<file path="src/rtl/mem_bus_bridge_if.sv">
// mem_bus_bridge_if: CPU-side and RAM-side bus bundles for the memory bridge
interface cpu_bus_if;
    logic        cpu_valid;
    logic        cpu_rw;
    logic [31:0] cpu_address;
    logic [31:0] cpu_datao;
    logic [31:0] cpu_data;
    logic        cpu_ready;
    logic        bus_error;
    modport master (output cpu_valid, cpu_rw, cpu_address, cpu_datao,
                    input  cpu_data, cpu_ready, bus_error);
    modport slave  (input  cpu_valid, cpu_rw, cpu_address, cpu_datao,
                    output cpu_data, cpu_ready, bus_error);
endinterface

interface ram_bus_if #(parameter int MEM_AW = 16);
    logic              mem_req;
    logic              mem_we;
    logic [MEM_AW-1:0] mem_addr;
    logic [31:0]       mem_wdata;
    logic [31:0]       mem_rdata;
    logic              mem_ack;
    modport master (output mem_req, mem_we, mem_addr, mem_wdata,
                    input  mem_rdata, mem_ack);
    modport slave  (input  mem_req, mem_we, mem_addr, mem_wdata,
                    output mem_rdata, mem_ack);
endinterface

</file>
<file path="src/rtl/mem_bus_bridge.sv">
// mem_bus_bridge: routes CPU requests to timed-out RAM handshake or internal IO registers
module mem_bus_bridge #(
    parameter int          MEM_AW  = 16,
    parameter logic [31:0] IO_BASE = 32'hFFFF_0000,
    parameter int          TIMEOUT = 15
) (
    input  logic        clock_i,
    input  logic        reset_i,
    cpu_bus_if.slave    cpu,
    ram_bus_if.master   ram,
    output logic [31:0] io_out_o
);
    typedef enum logic [1:0] {IDLE, MEM, RESP} state_t;
    state_t            state_q, state_d;
    logic [31:0]       data_q, data_d;
    logic              err_q, err_d;
    logic              req_q, req_d;
    logic              we_q, we_d;
    logic [MEM_AW-1:0] addr_q, addr_d;
    logic [31:0]       wdata_q, wdata_d;
    logic [31:0]       io_q, io_d;
    logic [4:0]        tmo_q, tmo_d;
    logic [31:0]       cyc_q, cyc_d;
    logic [31:0]       off;
    logic [31:0]       io_rd;
    assign off   = cpu.cpu_address - IO_BASE;
    assign io_rd = off == 32'd0 ? io_q : off == 32'd1 ? cyc_q : 32'd0;
    always_comb begin
        state_d = state_q;
        data_d  = data_q;
        err_d   = err_q;
        req_d   = req_q;
        we_d    = we_q;
        addr_d  = addr_q;
        wdata_d = wdata_q;
        io_d    = io_q;
        tmo_d   = tmo_q;
        cyc_d   = cyc_q + 32'd1;
        case (state_q)
            IDLE: if (cpu.cpu_valid) begin
                if (cpu.cpu_address >= IO_BASE) begin
                    state_d = RESP;
                    err_d   = 1'b0;
                    data_d  = cpu.cpu_rw ? io_rd : 32'd0;
                    if (!cpu.cpu_rw && off == 32'd0) io_d = cpu.cpu_datao;
                end else begin
                    state_d = MEM;
                    req_d   = 1'b1;
                    we_d    = ~cpu.cpu_rw;
                    addr_d  = cpu.cpu_address[MEM_AW-1:0];
                    wdata_d = cpu.cpu_datao;
                    tmo_d   = 5'd0;
                end
            end
            MEM: if (ram.mem_ack) begin
                state_d = RESP;
                req_d   = 1'b0;
                we_d    = 1'b0;
                data_d  = we_q ? 32'd0 : ram.mem_rdata;
                err_d   = 1'b0;
            end else if (tmo_q == 5'(TIMEOUT - 1)) begin
                // ack takes priority over the timeout on the final cycle
                state_d = RESP;
                req_d   = 1'b0;
                data_d  = 32'hDEAD_BEEF;
                err_d   = 1'b1;
            end else begin
                tmo_d = tmo_q + 5'd1;
            end
            default: state_d = IDLE;
        endcase
    end
    always_ff @(posedge clock_i) begin
        if (reset_i) begin
            state_q <= IDLE;
            data_q  <= '0;
            err_q   <= 1'b0;
            req_q   <= 1'b0;
            we_q    <= 1'b0;
            addr_q  <= '0;
            wdata_q <= '0;
            io_q    <= '0;
            tmo_q   <= '0;
            cyc_q   <= '0;
        end else begin
            state_q <= state_d;
            data_q  <= data_d;
            err_q   <= err_d;
            req_q   <= req_d;
            we_q    <= we_d;
            addr_q  <= addr_d;
            wdata_q <= wdata_d;
            io_q    <= io_d;
            tmo_q   <= tmo_d;
            cyc_q   <= cyc_d;
        end
    end
    assign cpu.cpu_data  = data_q;
    assign cpu.cpu_ready = state_q == RESP;
    assign cpu.bus_error = err_q;
    assign ram.mem_req   = req_q;
    assign ram.mem_we    = we_q;
    assign ram.mem_addr  = addr_q;
    assign ram.mem_wdata = wdata_q;
    assign io_out_o      = io_q;
endmodule

</file>
<file path="src/flat_wrapper.sv">
// flat-port wrapper written by rule: the top's interface ports become plain ports
module mem_bus_bridge_flat 
#(
    parameter int          MEM_AW  = 16,
    parameter logic [31:0] IO_BASE = 32'hFFFF_0000,
    parameter int          TIMEOUT = 15
)
  (clock_i, reset_i, io_out_o, cpu_cpu_valid, cpu_cpu_rw, cpu_cpu_address, cpu_cpu_datao, cpu_cpu_data, cpu_cpu_ready, cpu_bus_error, ram_mem_req, ram_mem_we, ram_mem_addr, ram_mem_wdata, ram_mem_rdata, ram_mem_ack);
  cpu_bus_if cpu_i ();
  ram_bus_if #(.MEM_AW(MEM_AW)) ram_i ();
  input  logic clock_i;
  input  logic reset_i;
  output logic [31:0] io_out_o;
  input wire logic [$bits(cpu_i.cpu_valid)-1:0] cpu_cpu_valid;
  input wire logic [$bits(cpu_i.cpu_rw)-1:0] cpu_cpu_rw;
  input wire logic [$bits(cpu_i.cpu_address)-1:0] cpu_cpu_address;
  input wire logic [$bits(cpu_i.cpu_datao)-1:0] cpu_cpu_datao;
  output wire logic [$bits(cpu_i.cpu_data)-1:0] cpu_cpu_data;
  output wire logic [$bits(cpu_i.cpu_ready)-1:0] cpu_cpu_ready;
  output wire logic [$bits(cpu_i.bus_error)-1:0] cpu_bus_error;
  output wire logic [$bits(ram_i.mem_req)-1:0] ram_mem_req;
  output wire logic [$bits(ram_i.mem_we)-1:0] ram_mem_we;
  output wire logic [$bits(ram_i.mem_addr)-1:0] ram_mem_addr;
  output wire logic [$bits(ram_i.mem_wdata)-1:0] ram_mem_wdata;
  input wire logic [$bits(ram_i.mem_rdata)-1:0] ram_mem_rdata;
  input wire logic [$bits(ram_i.mem_ack)-1:0] ram_mem_ack;
  assign cpu_i.cpu_valid = cpu_cpu_valid;
  assign cpu_i.cpu_rw = cpu_cpu_rw;
  assign cpu_i.cpu_address = cpu_cpu_address;
  assign cpu_i.cpu_datao = cpu_cpu_datao;
  assign cpu_cpu_data = cpu_i.cpu_data;
  assign cpu_cpu_ready = cpu_i.cpu_ready;
  assign cpu_bus_error = cpu_i.bus_error;
  assign ram_mem_req = ram_i.mem_req;
  assign ram_mem_we = ram_i.mem_we;
  assign ram_mem_addr = ram_i.mem_addr;
  assign ram_mem_wdata = ram_i.mem_wdata;
  assign ram_i.mem_rdata = ram_mem_rdata;
  assign ram_i.mem_ack = ram_mem_ack;
  mem_bus_bridge #(.MEM_AW(MEM_AW), .IO_BASE(IO_BASE), .TIMEOUT(TIMEOUT)) u_core (.clock_i(clock_i), .reset_i(reset_i), .cpu(cpu_i), .ram(ram_i), .io_out_o(io_out_o));
endmodule
</file>
<file path="config.mk">
export PLATFORM = sky130hd
export DESIGN_NAME = mem_bus_bridge_flat
export DESIGN_NICKNAME = d
export VERILOG_FILES = /design/src/rtl/mem_bus_bridge_if.sv /design/src/rtl/mem_bus_bridge.sv /design/src/flat_wrapper.sv
export SDC_FILE = /design/constraint.sdc
export NUM_CORES = 1
export LEC_CHECK = 0
export ABC_AREA = 1
export BUFFER_PORTS_ARGS = -buffer_cell sky130_fd_sc_hd__buf_4
export CAP_MARGIN = 15
export CORE_ASPECT_RATIO = 1.1
export CORE_UTILIZATION = 56
export CTS_BUF_LIST = sky130_fd_sc_hd__clkbuf_16
export CTS_CLUSTER_DIAMETER = 100
export DETAILED_ROUTE_END_ITERATION = 7
export GPL_TIMING_DRIVEN = 0
export PLACE_DENSITY = 0.86
export SLEW_MARGIN = 20
export SYNTH_ARGS = -nofsm -noshare
export SYNTH_HDL_FRONTEND = slang
export SYNTH_SLANG_ARGS = --single-unit
</file>
<file path="constraint.sdc">
create_clock -name clock_i -period 2.93 [get_ports clock_i]
set_input_delay 0.586 -clock clock_i [delete_from_list [all_inputs] [get_ports clock_i]]
set_output_delay 0.586 -clock clock_i [all_outputs]
set_load 0.02 [all_outputs]
</file>
==> key figures <==
Synth
  • Post-Syn Instances: between 1000 and 1500
  • Mapped Avg Cell Area: 6.680 um^2
  • FF+latch count, synth: approximately 150
  • Share of synthesized registers carrying an async set or reset: 0%
  • Number of flops mapped to enable cells by yosys: 0
  • Syn Std Cell Area: 0.007208 mm^2
  • Distinct cell type count of the synthesized netlist: 35
  • Commonest register cell after synthesis: dfxtp_1
  • Yosys warning count: 0
  • Seq/Total Area, Yosys: 42.77%
  • Synthesized Nets: 1183

Setup path
  • Required time of the worst setup path: 3.26 ns
  • Cells traversed along the worst timing path: buf_4 > nor2_1 > nand2_1 > nor2_1 > nand2_1 > nor2_2 > nand4_2 > clkbuf_1 > nor2_1 > nor2_1
  • Crit. End Element: flip-flop
  • Crit path max-delay cell type: nand4_2
  • Crit path largest cell delay: around 0.44 ns
  • Type of the worst setup path: in2reg
  • Top delay family on crit path: simple AND/OR/NAND/NOR gates
  • Type of element launching the critical path: primary input
  • CP Data Arrival Time: 2.55 ns
  • Critical Path Fanout Max: 10
  • Crit-path most repeated cell: nor2_1
  • Number of buffer and inverter instances along the worst setup path: 2

Global routing
  • Wire length of the first global-routing pass: 36.49 mm
  • Antenna violations before repair: 0
  • Global route total overflow: 0
  • Vias in the first global route: 7426
  • Combined global-route utilization of all metal layers: a little over a third
  • Pin count of the biggest net entering global routing: 17

Detailed routing
  • Total number of vias: 7962
  • Final Routed Wirelength: 23.38 mm
  • Wire length per cell after detailed routing: 15.77 um
  • Iteration-0 DRC Markers: around 550
  • Post-DR vias/cell: 5.369
  • Drt drc: 0
  • Total iterations of the first detailed-routing run: 5
  • Number of routed nets with antenna violations: 0

Timing
  • Worst setup margin: 0.7139 ns
  • Transition time at the pin with the least slew margin: 0.6282 ns
  • Max Clock Skew: 0.007978 ns
  • RSZ-0062 raised after global routing: false
  • Fmax achieved: 0.4513 GHz
  • Relative slew slack: 58.12%
  • Final-report max-slew violation count: 0
  • Tmin final: about 2.2 ns
  • Hold_ws: 0.3775 ns
  • Portion of the clock cycle consumed by the worst path in the final layout: 75.63%
  • Number of failing setup endpoints in the final timing report: 0
  • TNS Setup: 0 ns
  • Fin. Hold Viols: 0

Clock tree
  • Root cell of the clock tree: clkbuf_16
  • CTS tree: done
  • Gates resized, CTS repair: 0
  • Source-to-sink clock delay at the later pin of the worst-skew pair: 0.44 ns
  • Num CTS Buffers: 17
  • Hold-fix buffers, CTS: 0
  • # clock sinks: 154
  • CTS max path bufs: 2
  • Post-CTS setup-driven buffer insertion count: 0
  • H-tree depth: 4
  • Clock-pin transition on the worst setup and hold timing paths: 0.07 ns

Place
  • Post-Place Setup Slack: 0.3562 ns
  • Placed Instances: roughly 1500
  • Total half-perimeter wirelength after legalization and detailed placement: 17.35 mm
  • Post-place instance area: roughly 0.0090 mm^2
  • Global placement routability congestion: between 0.9 and 1
  • Number of buffers added on ports: around 220

Die
  • Initial standard-cell utilization of the core: 57.26%
  • Die X: ~110 um
  • Total Die Area: approximately 0.013 mm^2
  • Number of top-level design ports: about 220
  • Core box area: 0.01259 mm^2
  • Rows: 43
  • Die span in y: 121.0 um

Cells and area
  • Total Nets Final: 1417
  • Layout-stage area growth over the synthesis result: 34.25%
  • Proportion of layout cells with a drive suffix above 1: 22.32%
  • Cell area after layout: 0.009677 mm^2
  • Fin cells: 1483
  • Final core utilization: 76.86%
  • Number of antenna repair diodes: 0

Power
  • Total power: ~5.5 mW
  • Leak pwr: roughly 4.5 nW
  • Worst-case vdd ir drop: around 0.46 mV
  • Power per Cell Area: 570.2 mW/mm^2

Hold path
  • Classification of the worst-slack hold path: in2reg

Flow run
  • Max cap viols: 0

Outcome
  • Outcome: finished clean
## power by group
part	internal (mW)	switching (mW)	leakage [nW]	total, mW
clock	1.53	0.943	0.320	2.47
sequential	2.19	0.0584	1.25	2.25
combinational	0.319	0.476	2.90	0.795
total	4.04	1.48	4.47	5.52
## final cells by class
cell class                 instances  area [um^2]
fill                             986         2913
clock inverter                    15        232.7
sequential                       154         3083
buffer                            56        255.2
timing repair buffer             215         1614
multi-input combinational        774         3513
clock buffer                      17        425.4
tap                              157        196.4
inverter                          95        356.6
## cell usage after synthesis, types with 2 or more instances
library cell,count,area share [%]
a21oi_1,93,6.5
buf_1,2,0.10
buf_2,9,0.62
buf_4,5,0.52
buf_6,2,0.31
clkbuf_1,38,2.0
dfxtp_1,154,43
ha_1,3,0.52
inv_1,92,4.8
inv_2,3,0.16
nand2_1,210,11
nand2_2,5,0.43
nand3_1,95,6.6
nand3_2,2,0.28
nand4_1,11,0.95
nor2_1,233,12
nor2_2,6,0.52
nor2_4,4,0.62
nor3_1,15,1.0
nor3b_2,2,0.35
nor4_1,5,0.43
o21ai_0,62,4.3
o21ai_1,2,0.14
or2_0,3,0.26
or2_2,6,0.52
xor2_1,8,0.97
## kinds of logic (layout without fill, tap and decap cells)
family                     count (synthesis)  after routing  share of synthesized area [%]
AOI/OAI and AO/OA                        160            160                          11.30
xor gates and xnor gates                   9              9                          1.094
adders and majority gates                  3              3                         0.5208
buffers and inverters                    151            398                          8.488
DFF                                      154            154                          42.77
and+or+nand+nor                          602            602                          35.83
## registers in the layout, summed over array words and instances (netlist names)
signal	cells
u_core.ram.mem_req	1
u_core.io_out_o	32
u_core.ram.mem_addr	16
u_core.ram.mem_wdata	32
u_core.cyc_q	32
u_core.tmo_q	5
u_core.state_q	2
u_core.cpu.bus_error	1
u_core.ram.mem_we	1
u_core.cpu.cpu_data	32
## worst register-to-register path, stage by stage, from the launching register on
cell     delay, ns
dfxtp_1       0.36
nor2_1        0.31
o21ai_2       0.16
nor2_2        0.37
inv_2         0.08
buf_4         0.20
buf_2         0.19
nor2_1        0.17
nor2_1        0.08
## path summary, 6_finish.rpt
check                                   startpoint  cells past startpoint                        to  slack (ns)
worst max-delay path            cpu_cpu_address[7]                     10       u_core.io_out_o[26]        0.71
worst min-delay path              cpu_cpu_datao[6]                      3   u_core.ram.mem_wdata[6]        0.38
worst max register to register   u_core.state_q[1]                      8  u_core.ram.mem_wdata[15]        0.92
worst min register to register     u_core.cyc_q[0]                      1           u_core.cyc_q[0]        0.47
## metal layers
metal	track usage [%]	wire, um	part of all wire, %	up-vias
met3	10.04	2191	9.4	70
met4	17.19	932	4.0	0
met2	60.12	11300	48	392
met5	0	0	0	-
li1	-	-	-	3910
met1	42.04	8958	38	3590
## cell usage in the layout, fill, tap and decap left out, drive strengths merged, types with 3 or more instances in the layout
master	netlist	layout
nor2	243	243
clkinv	0	3
nor3b	3	3
o21ai	65	65
buf	18	233
bufinv	0	5
nor3	17	17
ha	3	3
clkbuf	38	55
or2	9	9
a21oi	93	93
xor2	8	8
dfxtp	154	154
nand4	12	12
nand2	215	215
inv	95	101
nand3	97	97
nor4	5	5
(Power assumes the default switching activity.)
